## src/rtl/dmem_arbiter.sv

```systemverilog
// rtl/dmem_arbiter.sv - two-port round-robin arbiter/sequencer for single-port data memory
//
// Shares one single-port data memory between the core load/store port (cpu_*)
// and the host loading/debug port (ext_*). Each transaction follows a fixed
// three-cycle sequence: grant in IDLE, one memory cycle in ACCESS, and a
// one-cycle rvalid pulse to the owner in RESP.
//
// Parameters:
//   ADDR_W  address width
//   DATA_W  data width
// Ports:
//   clk, reset           clock; asynchronous active-low reset
//   cpu_req/we/addr/wdata   core request; held stable until cpu_gnt
//   cpu_gnt              request accepted this cycle (combinational, IDLE only)
//   cpu_rvalid/rdata     completion pulse and captured read data
//   ext_*                same set for the host port
//   mem_we/addr/wdata    memory request, driven only during ACCESS
//   mem_rdata            combinational read data from memory
//   cpu_cnt, ext_cnt     accepted-transaction counters
// Build option:
//   DMEM_ARB_STATS_EN    when defined, cpu_cnt/ext_cnt are saturating counters;
//                        otherwise both outputs are tied to zero.

module dmem_arbiter #(
    parameter int ADDR_W = 32,
    parameter int DATA_W = 32
) (
    input  logic              clk,
    input  logic              reset,
    input  logic              cpu_req,
    input  logic              cpu_we,
    input  logic [ADDR_W-1:0] cpu_addr,
    input  logic [DATA_W-1:0] cpu_wdata,
    output logic              cpu_gnt,
    output logic              cpu_rvalid,
    output logic [DATA_W-1:0] cpu_rdata,
    input  logic              ext_req,
    input  logic              ext_we,
    input  logic [ADDR_W-1:0] ext_addr,
    input  logic [DATA_W-1:0] ext_wdata,
    output logic              ext_gnt,
    output logic              ext_rvalid,
    output logic [DATA_W-1:0] ext_rdata,
    output logic              mem_we,
    output logic [ADDR_W-1:0] mem_addr,
    output logic [DATA_W-1:0] mem_wdata,
    input  logic [DATA_W-1:0] mem_rdata,
    output logic [15:0]       cpu_cnt,
    output logic [15:0]       ext_cnt
);

    typedef enum logic [1:0] {
        ST_IDLE   = 2'd0,
        ST_ACCESS = 2'd1,
        ST_RESP   = 2'd2
    } state_t;

    localparam logic OWN_CPU = 1'b0;
    localparam logic OWN_EXT = 1'b1;

    state_t            state;
    state_t            state_nxt;
    logic              owner_q;
    logic              last_owner_q;
    logic              we_q;
    logic [ADDR_W-1:0] addr_q;
    logic [DATA_W-1:0] wdata_q;
    logic [DATA_W-1:0] cpu_rdata_q;
    logic [DATA_W-1:0] ext_rdata_q;

    always_ff @(posedge clk or negedge reset) begin
        if (!reset) begin
            state <= ST_IDLE;
        end else begin
            state <= state_nxt;
        end
    end

    // Grants are only possible in IDLE and are mutually exclusive: under a
    // tie the port that did not own the previous transaction wins.
    always_comb begin
        state_nxt  = state;
        cpu_gnt    = 1'b0;
        ext_gnt    = 1'b0;
        cpu_rvalid = 1'b0;
        ext_rvalid = 1'b0;
        mem_we     = 1'b0;
        mem_addr   = '0;
        mem_wdata  = '0;
        case (state)
            ST_IDLE: begin
                cpu_gnt = cpu_req && (!ext_req || last_owner_q == OWN_EXT);
                ext_gnt = ext_req && (!cpu_req || last_owner_q == OWN_CPU);
                if (cpu_gnt || ext_gnt) begin
                    state_nxt = ST_ACCESS;
                end
            end
            ST_ACCESS: begin
                mem_we    = we_q;
                mem_addr  = addr_q;
                mem_wdata = wdata_q;
                state_nxt = ST_RESP;
            end
            ST_RESP: begin
                cpu_rvalid = (owner_q == OWN_CPU);
                ext_rvalid = (owner_q == OWN_EXT);
                state_nxt  = ST_IDLE;
            end
            default: begin
                state_nxt = ST_IDLE;
            end
        endcase
    end

    // Request latches: captured on the accepting edge so the requester may
    // drop or change its inputs right after the grant.
    always_ff @(posedge clk or negedge reset) begin
        if (!reset) begin
            owner_q      <= OWN_CPU;
            last_owner_q <= OWN_EXT;
            we_q         <= 1'b0;
            addr_q       <= '0;
            wdata_q      <= '0;
        end else if (cpu_gnt) begin
            owner_q      <= OWN_CPU;
            last_owner_q <= OWN_CPU;
            we_q         <= cpu_we;
            addr_q       <= cpu_addr;
            wdata_q      <= cpu_wdata;
        end else if (ext_gnt) begin
            owner_q      <= OWN_EXT;
            last_owner_q <= OWN_EXT;
            we_q         <= ext_we;
            addr_q       <= ext_addr;
            wdata_q      <= ext_wdata;
        end
    end

    // Read data is captured for writes as well (old memory contents), and
    // each port keeps its value until its own next ACCESS.
    always_ff @(posedge clk or negedge reset) begin
        if (!reset) begin
            cpu_rdata_q <= '0;
            ext_rdata_q <= '0;
        end else if (state == ST_ACCESS) begin
            if (owner_q == OWN_CPU) begin
                cpu_rdata_q <= mem_rdata;
            end else begin
                ext_rdata_q <= mem_rdata;
            end
        end
    end

    assign cpu_rdata = cpu_rdata_q;
    assign ext_rdata = ext_rdata_q;

`ifdef DMEM_ARB_STATS_EN
    logic [15:0] cpu_cnt_q;
    logic [15:0] ext_cnt_q;

    always_ff @(posedge clk or negedge reset) begin
        if (!reset) begin
            cpu_cnt_q <= '0;
            ext_cnt_q <= '0;
        end else begin
            if (cpu_gnt && cpu_cnt_q != 16'hFFFF) begin
                cpu_cnt_q <= cpu_cnt_q + 16'd1;
            end
            if (ext_gnt && ext_cnt_q != 16'hFFFF) begin
                ext_cnt_q <= ext_cnt_q + 16'd1;
            end
        end
    end

    assign cpu_cnt = cpu_cnt_q;
    assign ext_cnt = ext_cnt_q;
`else
    assign cpu_cnt = '0;
    assign ext_cnt = '0;
`endif

endmodule

```

## config.mk

```make
export PLATFORM = sky130hd
export DESIGN_NAME = dmem_arbiter
export DESIGN_NICKNAME = d
export VERILOG_FILES = /design/src/rtl/dmem_arbiter.sv
export SDC_FILE = /design/constraint.sdc
export NUM_CORES = 1
export LEC_CHECK = 0
export CAP_MARGIN = 40
export CORE_UTILIZATION = 35
export CTS_BUF_LIST = sky130_fd_sc_hd__clkbuf_16
export DETAILED_ROUTE_END_ITERATION = 10
export PLACE_DENSITY = 0.75
export SLEW_MARGIN = 25
export SYNTH_ARGS = -nofsm -noshare
export SYNTH_HDL_FRONTEND = slang
export SYNTH_SLANG_ARGS = --single-unit
export TNS_END_PERCENT = 10
```

## constraint.sdc

```tcl
create_clock -name clk -period 1.4 [get_ports clk]
set_input_delay 0.28 -clock clk [delete_from_list [all_inputs] [get_ports clk]]
set_output_delay 0.28 -clock clk [all_outputs]
set_load 0.01 [all_outputs]
```

==> metrics.cfg <==
[detailed_routing]
wl_per_cell_um=19.9
vias_per_cell=5.06
drt_iter0_markers=190
dr.pass1.iters=4
drc_errors=0
wl_mm=23.0
vias=5830
ant_nets=0

[timing]
fmax_mhz=539
setup_ws_ps=-455
min_period_ps=1860
tns_ps=-58670
holdWs_ps=307
fin_worst_skew_ps=10.4
rsz0062_at_grt=true
final_hold_viol_count=0
min_period_over_period=1.33
maxSlewViolCount=0
finalSetupViolations=198

[synthesis]
yosysMostFrequentCell=dfrtp_1
yosysWarnings=0
synthCells=570
synth-seq-cells=133
synthTopCellsByCount=132 x dfrtp_1, 66 x nor3b_1, 65 x a221o_1, 65 x and2_1, 65 x and4_1
yosysTopAreaCell=dfrtp_1
synth_top_area_frac=0.472
netlist_area_sq_um=7000
async_flop_share=1.00
synth-main-ff-cell=dfrtp_1
ys_top_cells_by_area=dfrtp_1 47%, a221o_1 9.3%, and4_1 8.1%, nor3b_1 7.1%, mux2_4 6.4%
seq_area_frac_synth=0.476
synth.distinct_cells=28
avgSynthCellArea_sq_um=12.3
synth_edf_count=0

[cells_and_area]
n_fill_cell=1704
area_growth_pct=60.5
drive_gt1_frac=0.303
fin_nets=1040
final_core_util=0.575

[power_and_ir_drop]
switchingPower_w=0.00887
swShare=0.354
irDropWorstVdd_uv=946
clockPowerShare=0.181
power_frac_comb=0.539
p_per_area_nw_per_um2=2230
p_int_w=0.0162
p_leak_nw=4.95
power_frac_seq=0.280

[global_route]
grt_max_degree=46
grt_util_all_layers=0.216
grt_pass1_wl_mm=33.3
grt-ovfl-total=0
antenna_found_initial=1
grt_pass1_vias=5997

[outcome]
violations=negative setup slack
status=complete, but fails checks

[worst_setup_path]
worstSetupStartpointType=register
critical_path_required_ps=1120
critPathMaxStageDelay_ps=420
worstPathCellList=nor2b_4, buf_12, clkbuf_16, and2_4, buf_6
cpMaxStageDelayCell=dfrtp_2
crit_arrival_ps=1580
critPathMaxFanout=8
r2r-start=state[1]
crit_type=register to output port
ff2ff_path_depth=6
r2r_slack_ps=-370
cp-end-kind=output port
worstReg2RegEnd=cpu_rdata[31]

[clock_tree]
clkTransAtPathRegs_ps=60
clk_path_buf_depth=2
root_buffer=clkbuf_16
cts_tree=yes
insertion_delay_ps=420
cts_buffers=17
htree_levels=4
cts.sinks=133

[place]
routabilityCongestion=0.729
numPortBuffers=298
dp_hpwl_mm=15.2
place_worst_setup_slack_ps=-506

[floorplan]
start_util=0.358
dieHeight_um=143
io_pins=331
die_area_sq_um=20600
rows=51
core_sq_um=19500
die_w_um=143

[job]
drv_cap=0

[hold_path]
hp-class=input pin to async pin

-- through the flow --
step | std cells | total power, W | area (sq um)
floorplan | 601 | 0.0138 | 7150
global placement | 1108 | 0.0194 | 10300
detailed placement | 1108 | 0.0197 | 10300
CTS | 1146 | 0.0239 | 10800
global route | 1153 | 0.0265 | 11200
finish | 1153 | 0.0251 | 11200
-- worst max path at each step --
stage | cells past startpoint | startpoint | endpoint
CTS | 5 | state[1] | mem_wdata[25]
detailed placement | 6 | ext_req | wdata_q[29]
global route | 5 | state[1] | mem_wdata[4]
finish | 5 | state[1] | mem_wdata[4]
global placement | 3 | ext_req | ext_gnt
floorplan | 4 | state[0] | mem_addr[0]
-- power groups by stage --
stage / combinational, W / sequential [W] / clock, W
global route: 0.0145 / 0.00723 / 0.00482
finish: 0.0135 / 0.00702 / 0.00453
floorplan: 0.00654 / 0.00722 / 0
CTS: 0.0123 / 0.00693 / 0.00465
detailed placement: 0.0128 / 0.00697 / 0
global placement: 0.0125 / 0.00691 / 0
-- critical path: cells and delay by family (launching register included) --
| family | cells | cell delay [ps] |
|---|---|---|
| buffers and inverters | 3 | 440 |
| flip-flops | 1 | 420 |
| AND/OR/NAND/NOR | 2 | 300 |
-- flip-flops by register name, summed over array words and instances, names as in the netlist --
name,cells
owner_q,1
state,2
addr_q,32
wdata_q,32
ext_rdata,32
cpu_rdata,32
last_owner_q,1
we_q,1
-- kinds of logic (layout without fill, tap and decap cells) --
family | Yosys count | after routing | share of synthesized area
AND/OR/NAND/NOR | 207 | 207 | 0.222
flip-flops | 133 | 133 | 0.476
buffers and inverters | 97 | 383 | 0.0857
AO/OA/AOI/OAI | 68 | 68 | 0.0964
multiplexers | 64 | 64 | 0.119
other | 1 | 33 | 0.000536
-- layout by cell type (no fill, tap or decap), types with 5 or more instances in the layout --
cell and count:
clkdlybuf4s50_1 163, dfrtp_1 131, and4_1 65, a221o_1 65, nor3b_1 59, buf_6 50
and2_4 42, mux2_4 37, dlygate4sd2_1 33, conb_1 32, clkdlybuf4s15_1 29, buf_4 26
buf_2 24, and2_1 23, clkbuf_16 21, mux2_2 17, buf_12 13, mux2_1 10
nor3b_2 7, inv_6 5
-- layout make-up --
class | instances | area (sq um) | share of cell area
Timing Repair Buffer | 349 | 3570 | 0.318
Multi-Input combinational cell | 371 | 3390 | 0.302
Sequential cell | 133 | 3330 | 0.297
Clock buffer | 17 | 425 | 0.0379
Tap cell | 265 | 332 | 0.0295
Clock inverter | 15 | 169 | 0.0150
Inverter | 2 | 7.51 | 0.000669
Antenna cell | 1 | 2.50 | 0.000223
-- metal layers --
layer | part of all wire | global-route usage | vias to the layer above
met5 | 0 | 0 | -
met4 | 0.016 | 0.0672 | 0
met3 | 0.087 | 0.0730 | 23
met2 | 0.49 | 0.375 | 260
met1 | 0.41 | 0.250 | 2849
li1 | - | - | 2698
-- repair_timing --
item,4_1_cts,5_1_grt
setup buffers,3,0
resized for setup,366,126
hold buffers,1,0
pin swaps,39,58
endpoints found under the hold margin,23,0
setup endpoints to repair,262,227
gates cloned,2,6
Power figures use the tool's default switching activity.
